### src/rtl/swt_pkg.sv
// Shared types and defaults for the slide-switch debouncer.
package swt_pkg;

  localparam int unsigned SWT_WIDTH           = 16;
  localparam int unsigned DB_CNT_MAX_DEFAULT  = 1_000_000;
  localparam int unsigned SYNC_STAGES_DEFAULT = 2;

  typedef enum logic {
    DB_IDLE,
    DB_CONFIRM
  } db_state_t;

endpackage

### src/rtl/debounce_bit.sv
// One switch channel: synchroniser chain, stability counter and accept FSM.
// o_acc_c is high in the cycle before o_db takes the new level.
module debounce_bit
  import swt_pkg::*;
#(
  parameter int unsigned CNT_MAX     = DB_CNT_MAX_DEFAULT,
  parameter int unsigned SYNC_STAGES = SYNC_STAGES_DEFAULT
) (
  input  logic clk,
  input  logic reset,
  input  logic i_raw,
  output logic o_db,
  output logic o_acc_c
);

  localparam int unsigned CW = $clog2(CNT_MAX + 1);

  logic [SYNC_STAGES-1:0] r_sync;
  db_state_t              r_state, w_state_nxt;
  logic [CW-1:0]          r_cnt, w_cnt_nxt;
  logic                   r_db, w_db_nxt;
  logic                   w_s;

  assign w_s  = r_sync[SYNC_STAGES-1];
  assign o_db = r_db;

  // State, counter, debounced level and synchroniser registers
  always_ff @(posedge clk) begin
    if (reset) begin
      r_sync  <= '0;
      r_state <= DB_IDLE;
      r_cnt   <= '0;
      r_db    <= 1'b0;
    end else begin
      r_sync  <= {r_sync[SYNC_STAGES-2:0], i_raw};
      r_state <= w_state_nxt;
      r_cnt   <= w_cnt_nxt;
      r_db    <= w_db_nxt;
    end
  end

  // Next-state: any return of s to d while confirming restarts the count
  always_comb begin
    w_state_nxt = r_state;
    w_cnt_nxt   = r_cnt;
    w_db_nxt    = r_db;
    o_acc_c     = 1'b0;
    case (r_state)
      DB_IDLE: begin
        if (w_s != r_db) begin
          if (CNT_MAX == 1) begin
            w_db_nxt  = w_s;
            o_acc_c   = 1'b1;
            w_cnt_nxt = '0;
          end else begin
            w_state_nxt = DB_CONFIRM;
            w_cnt_nxt   = CW'(1);
          end
        end else begin
          w_cnt_nxt = '0;
        end
      end
      DB_CONFIRM: begin
        if (w_s == r_db) begin
          w_state_nxt = DB_IDLE;
          w_cnt_nxt   = '0;
        end else if (r_cnt == CW'(CNT_MAX - 1)) begin
          w_state_nxt = DB_IDLE;
          w_cnt_nxt   = '0;
          w_db_nxt    = w_s;
          o_acc_c     = 1'b1;
        end else begin
          w_cnt_nxt = r_cnt + CW'(1);
        end
      end
      default: begin
        w_state_nxt = DB_IDLE;
        w_cnt_nxt   = '0;
      end
    endcase
  end

endmodule

### src/rtl/swt_debounce.sv
// Debounces WIDTH raw switches; swt_chg flags any swt_db update.
// Define SWT_EDGE_EN to build the per-bit swt_rise/swt_fall pulse registers.
module swt_debounce
  import swt_pkg::*;
#(
  parameter int unsigned WIDTH       = SWT_WIDTH,
  parameter int unsigned CNT_MAX     = DB_CNT_MAX_DEFAULT,
  parameter int unsigned SYNC_STAGES = SYNC_STAGES_DEFAULT
) (
  input  logic             clk,
  input  logic             reset,
  input  logic [WIDTH-1:0] swt_raw,
  output logic [WIDTH-1:0] swt_db,
  output logic             swt_chg,
  output logic [WIDTH-1:0] swt_rise,
  output logic [WIDTH-1:0] swt_fall
);

  logic [WIDTH-1:0] w_acc;
  logic             r_chg;

  for (genvar gi = 0; gi < WIDTH; gi++) begin : gen_bit
    debounce_bit #(
      .CNT_MAX    (CNT_MAX),
      .SYNC_STAGES(SYNC_STAGES)
    ) u_bit (
      .clk    (clk),
      .reset  (reset),
      .i_raw  (swt_raw[gi]),
      .o_db   (swt_db[gi]),
      .o_acc_c(w_acc[gi])
    );
  end

  // Registered alongside swt_db so the pulse marks the first new-value cycle
  always_ff @(posedge clk) begin
    if (reset) r_chg <= 1'b0;
    else       r_chg <= |w_acc;
  end

  assign swt_chg = r_chg;

`ifdef SWT_EDGE_EN
  logic [WIDTH-1:0] r_rise, r_fall;

  // An accepted bit always flips, so its current level gives the direction
  always_ff @(posedge clk) begin
    if (reset) begin
      r_rise <= '0;
      r_fall <= '0;
    end else begin
      r_rise <= w_acc & ~swt_db;
      r_fall <= w_acc & swt_db;
    end
  end

  assign swt_rise = r_rise;
  assign swt_fall = r_fall;
`else
  assign swt_rise = '0;
  assign swt_fall = '0;
`endif

endmodule

### config.mk
export PLATFORM = sky130hd
export DESIGN_NAME = swt_debounce
export DESIGN_NICKNAME = d
export VERILOG_FILES = /design/src/rtl/swt_pkg.sv /design/src/rtl/debounce_bit.sv /design/src/rtl/swt_debounce.sv
export SDC_FILE = /design/constraint.sdc
export NUM_CORES = 1
export LEC_CHECK = 0
export CAP_MARGIN = 15
export CELL_PAD_IN_SITES_DETAIL_PLACEMENT = 1
export CELL_PAD_IN_SITES_GLOBAL_PLACEMENT = 2
export CORE_ASPECT_RATIO = 1.75
export CORE_MARGIN = 2
export CORE_UTILIZATION = 30
export DETAILED_ROUTE_END_ITERATION = 10
export HOLD_SLACK_MARGIN = 0.12
export PLACE_DENSITY = 0.67
export SLEW_MARGIN = 30
export SYNTH_ARGS = -nofsm -noshare
export SYNTH_HDL_FRONTEND = slang
export SYNTH_SLANG_ARGS = --single-unit
### constraint.sdc
create_clock -name clk -period 2.25 [get_ports clk]
set_input_delay 0.45 -clock clk [delete_from_list [all_inputs] [get_ports clk]]
set_output_delay 0.45 -clock clk [all_outputs]
set_load 0.05 [all_outputs]
==> flow_summary.json <==
{
  "cts_inserted_buffers": 43,
  "final_util": 0.355,
  "cp_top_family": "buffers and inverters",
  "worst_slack_ns": 0.0708,
  "ys.flop_type": "dfxtp_1",
  "die_y_um": 316,
  "cp_num_buf_inv": 1,
  "synth_top_family_by_area": "simple AND/OR/NAND/NOR gates",
  "placed_cell_area_um2": 18000,
  "synth_cell_type_count": 55,
  "n_antenna_cell": 0,
  "io_pins": 67,
  "whs_path_depth": 2,
  "antenna_found_initial": 0,
  "r2r_cells": 5,
  "fin_total_pwr_mw": 14.6,
  "min_path_type": "in2reg",
  "critPathSlowestCell": "clkdlybuf4s50_1",
  "gr-total-overflow": 0,
  "drc": 0,
  "grt_usage": 0.137,
  "yosys_warnings": 0,
  "core_area_um2": 55200,
  "cp.depth": 1,
  "grt_max_degree": 27,
  "timing.rr.start": "gen_bit[0].u_bit.r_cnt[11]",
  "rsz0062_at_grt": "false",
  "syn_inst": 1890,
  "cp-end-kind": "output port",
  "setup_tns_ns": 0,
  "ant_nets": 0,
  "synth-simple-area-share": 0.300,
  "max_freq_mhz": 459,
  "gp_congestion": 0.750,
  "area_growth_pct": 17.2,
  "via_per_inst": 4.83,
  "clk_pin_slew_ns": 0.06,
  "powerDensity_nw_per_um2": 746,
  "maxCapViolCount": 0,
  "worstSetupPathType": "reg2out",
  "grt_pass1_wl_um": 66200,
  "holdCritStartpoint": "reset",
  "cts_sinks": 385,
  "cts_setup_buffers": 0,
  "worst_ep_arrival_time_ns": 1.73,
  "power_leakage_nw": 6.31,
  "min_period_ns": 2.18,
  "hold_buffers": 0,
  "dr.pass1.iters": 4,
  "startpoint": "gen_bit[0].u_bit.o_db",
  "crit_chain": "clkdlybuf4s50_1",
  "setup_viol_count_final": 0,
  "fp.dieW_um": 182,
  "status": "completed",
  "ir_drop_mv": 0.642,
  "root_buffer": "clkbuf_16",
  "period_share": 0.969,
  "final_cell_mix": "dfxtp_1, nor2_1, xnor2_1",
  "synth_edf_count": 0,
  "dp_cells": 2629,
  "synth-xor-area-share": 0.150,
  "synth_seq_cells": 385,
  "wl_per_cell_um": 14.2,
  "fin_cells": 2707,
  "cp_max_fo": 3,
  "dp_hpwl_um": 28200,
  "rrSetupSlack_ns": 0.11,
  "port_buffers": 34,
  "h-tree-depth": 2,
  "final_area_um2": 19600,
  "first_iter_violations": 324,
  "synth-adder-area-share": 0.0120,
  "cts_tree": "built",
  "cts.path.max_buffers": 3,
  "dp_slack_ns": -0.00703,
  "required_ns": 1.80,
  "synth_area_um2": 16700,
  "via_count": 13071,
  "start_util": 0.303,
  "slowest_delay_ns": 0.82,
  "whs_ns": 0.298,
  "dieArea_um2": 57700,
  "worst_setup_path_start_kind": "flip-flop",
  "hold_viol": 0,
  "design.final.nets": 2012,
  "synthArstFlopShare": 0,
  "synth_compound_area_frac": 0.0292,
  "drv_slew": 0,
  "synth.mux.area_fraction": 0.00718,
  "ys_seq_area_frac": 0.461,
  "syn_area_per_cell_um2": 8.85,
  "fin_skew_ns": 0.0170,
  "slew-limit-headroom": 0.576,
  "worst_pin_slew_ns": 0.630,
  "routed_wl_um": 38500,
  "rows": 114,
  "grt_pass1_vias": 13856,
  "drive_gt1_frac": 0.0771,
  "clock_latency_ns": 0.55,
  "final_common_cell": "dfxtp_1"
}
-- flip-flops by register name, indices dropped and copies added (netlist names) --
register	flops
gen_bit.u_bit.r_cnt	320
gen_bit.u_bit.r_state	16
gen_bit.u_bit.o_db	16
gen_bit.u_bit.r_sync	32
swt_chg	1
-- logic make-up after synthesis --
group,count (synthesis)
AOI/OAI and AO/OA,76
xor gates and xnor gates,287
adders and majority gates,16
buffers and inverters,129
DFF,385
muxes,12
other,1
and+or+nand+nor,984
-- worst paths after layout --
path / to
max: swt_db[0]
min: gen_bit[2].u_bit.o_db
max reg2reg: swt_chg
min reg2reg: gen_bit[14].u_bit.r_sync[1]
-- metal layers --
layer,part of all wire,track usage,vias up
li1,-,-,6494
met1,0.39,0.138,6410
met2,0.56,0.281,113
met3,0.025,0.0194,54
met4,0.025,0.0455,0
met5,0,0,-
-- where the power goes --
part           switching, mW  total [mW]  internal [mW]
clock                   2.90        7.48           4.58
combinational          0.180       0.249         0.0693
sequential            0.0305        6.89           6.86
total                   3.11        14.6           11.5
-- area by class of cell --
| type | count | area (um2) |
|---|---|---|
| repair buffers | 90 | 821 |
| inverters | 51 | 191 |
| clock inverters | 19 | 233 |
| multi-input cells | 1407 | 8480 |
| clock buffers | 59 | 1290 |
| fillers | 6340 | 35600 |
| well taps | 696 | 871 |
| flip-flops and latches | 385 | 7710 |
-- timing repair --
action                                  CTS  global route
endpoints found under the setup margin    7             7
resized for setup                         7             8
cloned                                    0             0
pin swaps                                 0             1
-- cells in the mapped netlist (4+ instances only) --
cell type	n	area [um2]
dfxtp_1	385	7710
nor2_1	358	1340
xnor2_1	164	1440
xor2_1	123	1080
nand3_1	119	596
nand2_1	104	390
nor3_1	66	330
nand4_1	63	394
nor2b_1	54	338
inv_1	51	191
buf_4	49	368
and3_1	35	219
and4_1	34	298
nor4_1	31	194
and2_1	28	175
a21oi_1	27	135
o21ai_0	25	125
or3_1	20	125
clkbuf_1	19	71.3
nor4b_1	18	158
ha_1	16	200
mux2i_1	12	120
nand2b_1	12	75.1
buf_2	10	50.1
or4_1	7	52.6
nor3b_1	5	37.5
nand4b_1	4	35.0
nor4bb_1	4	40.0
o211ai_1	4	30.0
(Power assumes the default switching activity.)
